`src/rtl/reset_sequencer.sv`:
```
// Multi-channel reset sequencer: hold all channels, release them one by one, then supervise the run.
// Optional run watchdog is enabled by defining RESET_SEQUENCER_WATCHDOG_EN.
module reset_sequencer #(
   parameter int CH         = 2,
   parameter int HOLD       = 4,
   parameter int STAGGER    = 2,
   parameter int RUN_CYCLES = 40
) (
   input  logic          clk,
   input  logic          Reset,
   input  logic          restart,
   input  logic          halt,
   output logic [CH-1:0] nReset_out,
   output logic          running,
   output logic          done,
   output logic          timeout,
   output logic [15:0]   cycle_cnt
);

   typedef enum logic [1:0] {
      ST_HOLD    = 2'd0,
      ST_RELEASE = 2'd1,
      ST_RUN     = 2'd2,
      ST_DONE    = 2'd3
   } state_t;

   state_t        state_reg;
   logic [7:0]    hold_cnt_reg;
   logic [15:0]   rel_cnt_reg;
   logic [CH-1:0] nrst_reg;
   logic [CH-1:0] rel_mask;
   logic          running_reg;
   logic          done_reg;
   logic          timeout_reg;
   logic [15:0]   cycle_cnt_reg;
   logic [15:0]   cycle_cnt_next;

   assign cycle_cnt_next = (cycle_cnt_reg == 16'hFFFF) ? cycle_cnt_reg : cycle_cnt_reg + 16'd1;

   // Channel gi is due once the release counter reaches gi*STAGGER; STAGGER=0 frees all at once.
   genvar gi;
   generate
      for (gi = 0; gi < CH; gi++) begin : g_rel
         localparam int REL_AT = gi * STAGGER;
         assign rel_mask[gi] = (rel_cnt_reg >= 16'(REL_AT));
      end
   endgenerate

   always_ff @(posedge clk or posedge Reset) begin
      if (Reset) begin
         state_reg     <= ST_HOLD;
         hold_cnt_reg  <= 8'd0;
         rel_cnt_reg   <= 16'd0;
         nrst_reg      <= '0;
         running_reg   <= 1'b0;
         done_reg      <= 1'b0;
         timeout_reg   <= 1'b0;
         cycle_cnt_reg <= 16'd0;
      end else if (restart) begin
         state_reg     <= ST_HOLD;
         hold_cnt_reg  <= 8'd0;
         rel_cnt_reg   <= 16'd0;
         nrst_reg      <= '0;
         running_reg   <= 1'b0;
         done_reg      <= 1'b0;
         timeout_reg   <= 1'b0;
         cycle_cnt_reg <= 16'd0;
      end else begin
         case (state_reg)
            ST_HOLD: begin
               if (hold_cnt_reg == 8'(HOLD - 1)) begin
                  state_reg    <= ST_RELEASE;
                  hold_cnt_reg <= 8'd0;
                  rel_cnt_reg  <= 16'd0;
               end else begin
                  hold_cnt_reg <= hold_cnt_reg + 8'd1;
               end
            end
            ST_RELEASE: begin
               if (&nrst_reg) begin
                  state_reg     <= ST_RUN;
                  running_reg   <= 1'b1;
                  cycle_cnt_reg <= 16'd0;
               end else begin
                  nrst_reg    <= nrst_reg | rel_mask;
                  rel_cnt_reg <= rel_cnt_reg + 16'd1;
               end
            end
            ST_RUN: begin
               // halt outranks the watchdog; cycle_cnt freezes on the exit edge
               if (halt) begin
                  state_reg   <= ST_DONE;
                  running_reg <= 1'b0;
                  done_reg    <= 1'b1;
                  timeout_reg <= 1'b0;
`ifdef RESET_SEQUENCER_WATCHDOG_EN
               end else if (cycle_cnt_reg == 16'(RUN_CYCLES - 1)) begin
                  state_reg   <= ST_DONE;
                  running_reg <= 1'b0;
                  done_reg    <= 1'b1;
                  timeout_reg <= 1'b1;
`endif
               end else begin
                  cycle_cnt_reg <= cycle_cnt_next;
               end
            end
            ST_DONE: begin
               state_reg <= ST_DONE;
            end
            default: begin
               state_reg <= ST_HOLD;
            end
         endcase
      end
   end

   assign nReset_out = nrst_reg;
   assign running    = running_reg;
   assign done       = done_reg;
   assign timeout    = timeout_reg;
   assign cycle_cnt  = cycle_cnt_reg;

endmodule
```
`config.mk`:
```
export PLATFORM = sky130hd
export DESIGN_NAME = reset_sequencer
export DESIGN_NICKNAME = d
export VERILOG_FILES = /design/src/rtl/reset_sequencer.sv
export SDC_FILE = /design/constraint.sdc
export NUM_CORES = 1
export LEC_CHECK = 0
export BUFFER_PORTS_ARGS = -buffer_cell sky130_fd_sc_hd__clkbuf_2
export CAP_MARGIN = 20
export CORE_MARGIN = 8
export CORE_UTILIZATION = 50
export DETAILED_ROUTE_END_ITERATION = 7
export PLACE_DENSITY = 0.79
export RECOVER_POWER = 50
export SETUP_SLACK_MARGIN = 0.05
export SLEW_MARGIN = 20
export SYNTH_ARGS = -nofsm -noshare
export SYNTH_HDL_FRONTEND = slang
export SYNTH_SLANG_ARGS = --single-unit
```
`constraint.sdc`:
```
create_clock -name clk -period 4.3 [get_ports clk]
set_clock_uncertainty 0.05 [all_clocks]
set_input_delay 0.645 -clock clk [delete_from_list [all_inputs] [get_ports clk]]
set_output_delay 0.645 -clock clk [all_outputs]
set_load 0.05 [all_outputs]
```
==> impl_results.md <==
* Status: finished, violations left
* Violated checks: max-capacitance violations, max-slew violations
* Critical path, cell by cell: clkbuf_2 -> inv_1 -> clkbuf_1
* Worst setup path class: primary input to asynchronous set/reset pin
* Post-Route Setup TNS at 0 ns
* Synthesized netlist cell count at 308
* Worst Reg-to-Reg Cells at 4
* Classification of the worst-slack hold path: primary input to asynchronous set/reset pin
* Sequential share of the synthesized area at 40.6%
* Clock network latency to the later pin of the worst-skew pair at 0.30 ns
* Area of all placed cells without fillers at 3050 um2
* Buffers added on ports at 23
* Total core area at 5510 um2
* Power Dens Cells at 291 nW/um2
* Die outline width at 91.3 um
* PostCTS Resize Cnt at 0
* Area grow syn2layout at 7.45%
* Buffers and inverters on the worst path at 3
* Antenna violations before repair at 0
* First-iteration detailed-routing DRC count at 164
* Number of iterations in the first detailed-routing pass at 4
* Number of endpoints failing setup at the final stage at 0
* Reg2Reg Capture Point: cycle_cnt[13]$_DFFE_PP0P_
* Leading cell type in the layout, fill and taps excluded: sky130_fd_sc_hd__dfrtp_1
* Highest-count cells in the layout ignoring fill and taps: sky130_fd_sc_hd__dfrtp_1 (46), sky130_fd_sc_hd__nand2_1 (39), sky130_fd_sc_hd__a21oi_1 (18), sky130_fd_sc_hd__clkbuf_2 (18)
* Flops & latches, synth at 46
* Fraction of final layout cells with drive strength greater than 1 at 13.3%
* Post-CTS Repair Setup Buffers at 0
* Kind of cell adding the most delay to the critical path: buffers and inverters
* Area of the die at 8340 um2
* Worst reg2reg path startpoint: state_reg[1]$_DFFE_PP0P_
* Maximum root-to-sink buffer count at 2
* Slew Limit Headroom at -26.3%
* Wire length of the first global-routing pass at 10.6 mm
* Number of max-cap violations at 1
* Wire length per cell after detailed routing at 15.3 um
* Top-level port count at 25
* Post-synth cell types at 58
* Initial core utilization at 51.5%
* Pin count of the biggest net entering global routing at 47
* Hold bufs inserted after CTS at 0
* Final standard cell utilization of the core at 55.4%
* Number of max-slew violations in the final report at 37
* Data required time at the worst endpoint at 4.30 ns
* Largest fanout on the critical path at 36
* Number of nets with antenna violations after detailed routing at 0
* Worst hold slack across all endpoints at 0.229 ns
* Maximum resistive drop on vdd at 189 uV
* Number of levels the H-tree was split into at 2
* Top_reg_cell synth: sky130_fd_sc_hd__dfrtp_1
* Combinational fraction of design power at 16.6%
* CTS sink cnt at 46
* Nets at 330
* Mean Syn Cell Area at 9.21 um2
* Via density at 6.07
* Reg-to-reg setup timing slack at 2.09 ns
* Number of hold violations in the final report at 0
* Net switching component of the power at 276 uW
* Standard cell area after detailed placement at 2960 um2
* Number of CTS-inserted buffers at 5
* Leakage power at 0.00120 uW
* Standard cell with the maximum stage delay on the critical path: sky130_fd_sc_hd__clkbuf_1
* Switching share of power at 31.1%
* Synth async-reset ratio at 100%
* Unrepaired setup endpoints after global routing: no
* Number of enable-type register cells in the synthesized netlist at 0
* Vias at 2397
* Vertical die dimension at 91.3 um
* Summed instance area of the synthesized netlist at 2840 um2
* Internal power at 612 uW
* Minimum clock period at 2.43 ns
* Site row count at 27
* Transition time of the tightest slew-check pin at 1.89 ns
* Overflow left after global routing at 0
* Critical Path Source: Reset
* Part of the power in registers at 53.2%
* Post-Route WL at 6.04 mm
* Worst-path clk slew at 0.10 ns
* Portion of total power attributed to the clock network at 30.3%
* Final weighted congestion in routability-driven placement at 0.845
* Final period utilization at 56.6%
* Data arrival at the endpoint of the critical path at 2.43 ns
* Number of warnings reported in the yosys synthesis log at 0
* Cell chosen for the clock root: sky130_fd_sc_hd__clkbuf_8
* Vias in the first global route at 2263
* Final HPWL from detailed placement at 4.25 mm
* Fill cell count at 492
* Clock tree from TritonCTS: built
* Syn nets at 316
* Element type at the critical path start: primary input
* GRT Total Usage at 14.8%
* Setup crit end kind: asynchronous set/reset pin
* DRC viols at 0
* Max Fclk at 0.411 GHz
* Delay of the slowest critical-path stage at 1.41 ns
* Diodes inserted at 0
==> routing by layer <==
layer	wire, um	vias up	GRT usage (%)	part of all wire (%)
met3	288	4	4.36	4.8
met2	2890	46	24.1	48
met5	0	-	0	0
met4	35	0	3.14	0.58
met1	2820	1157	19.0	47
li1	-	1190	-	-
==> cell type report <==
class | count | area [um2] | share of cell area (%)
Multi-Input combinational cell | 235 | 1570 | 51.4
Sequential cell | 46 | 1150 | 37.8
Timing Repair Buffer | 24 | 113 | 3.69
Tap cell | 72 | 90.1 | 2.95
Clock buffer | 5 | 68.8 | 2.26
Inverter | 10 | 37.5 | 1.23
Clock inverter | 3 | 21.3 | 0.698
==> metrics by stage <==
step                instances  worst slack [ns]  power, uW
floorplan                 308              2.21        597
global placement          386              1.85        619
detailed placement        386              1.68        625
CTS                       394              1.80        895
global route              395              1.35        935
finish                    395              1.87        888
==> power by group through the flow <==
stage	clock, uW	combinational [uW]	sequential (uW)
2_1_floorplan	0	120	477
3_3_place_gp	0	140	479
3_5_place_dp	0	145	480
4_1_cts	277	146	471
5_1_grt	296	165	474
6_report	269	147	472
==> kinds of logic (layout without fill, tap and decap cells) <==
group	Yosys count	in the layout	share of synthesized area, %
and+or+nand+nor	140	140	28.5
AOI/OAI and AO/OA	70	70	17.5
DFF	46	46	40.6
buffers and inverters	27	42	4.41
muxes	18	18	6.48
adders and majority gates	4	4	1.76
xor gates and xnor gates	2	2	0.617
other	1	1	0.132
==> worst max path at each step <==
stage / depth (start not counted) / endpoint / slack, ns
after floorplan: 6 / cycle_cnt[0]$_DFFE_PP0P_ / 2.21
after global placement: 4 / rel_cnt_reg[9]$_DFFE_PP0P_ / 1.85
after detailed placement: 4 / rel_cnt_reg[9]$_DFFE_PP0P_ / 1.68
after CTS: 5 / rel_cnt_reg[9]$_DFFE_PP0P_ / 1.80
after global routing: 3 / rel_cnt_reg[8]$_DFFE_PP0P_ / 1.35
final: 3 / rel_cnt_reg[8]$_DFFE_PP0P_ / 1.87
==> cell usage after synthesis, drive strengths merged, types with 8 or more instances <==
cell type	count	area share, %
o21ai	8	1.4
nand4	10	2.2
inv	10	1.3
a211oi	8	2.1
dfrtp	46	41
a21oi	19	3.5
buf	11	2.3
mux2i	15	5.3
nor2	17	2.2
nand2	39	5.2
nand3	18	3.6
==> worst register-to-register path: cells and delay by family, from the launching register on <==
| family | cells | cell delay, ns |
|---|---|---|
| AOI/OAI and AO/OA | 2 | 0.45 |
| and+or+nand+nor | 2 | 1.08 |
| DFF | 1 | 0.54 |
Note: power is estimated with default switching activity, not from simulation.
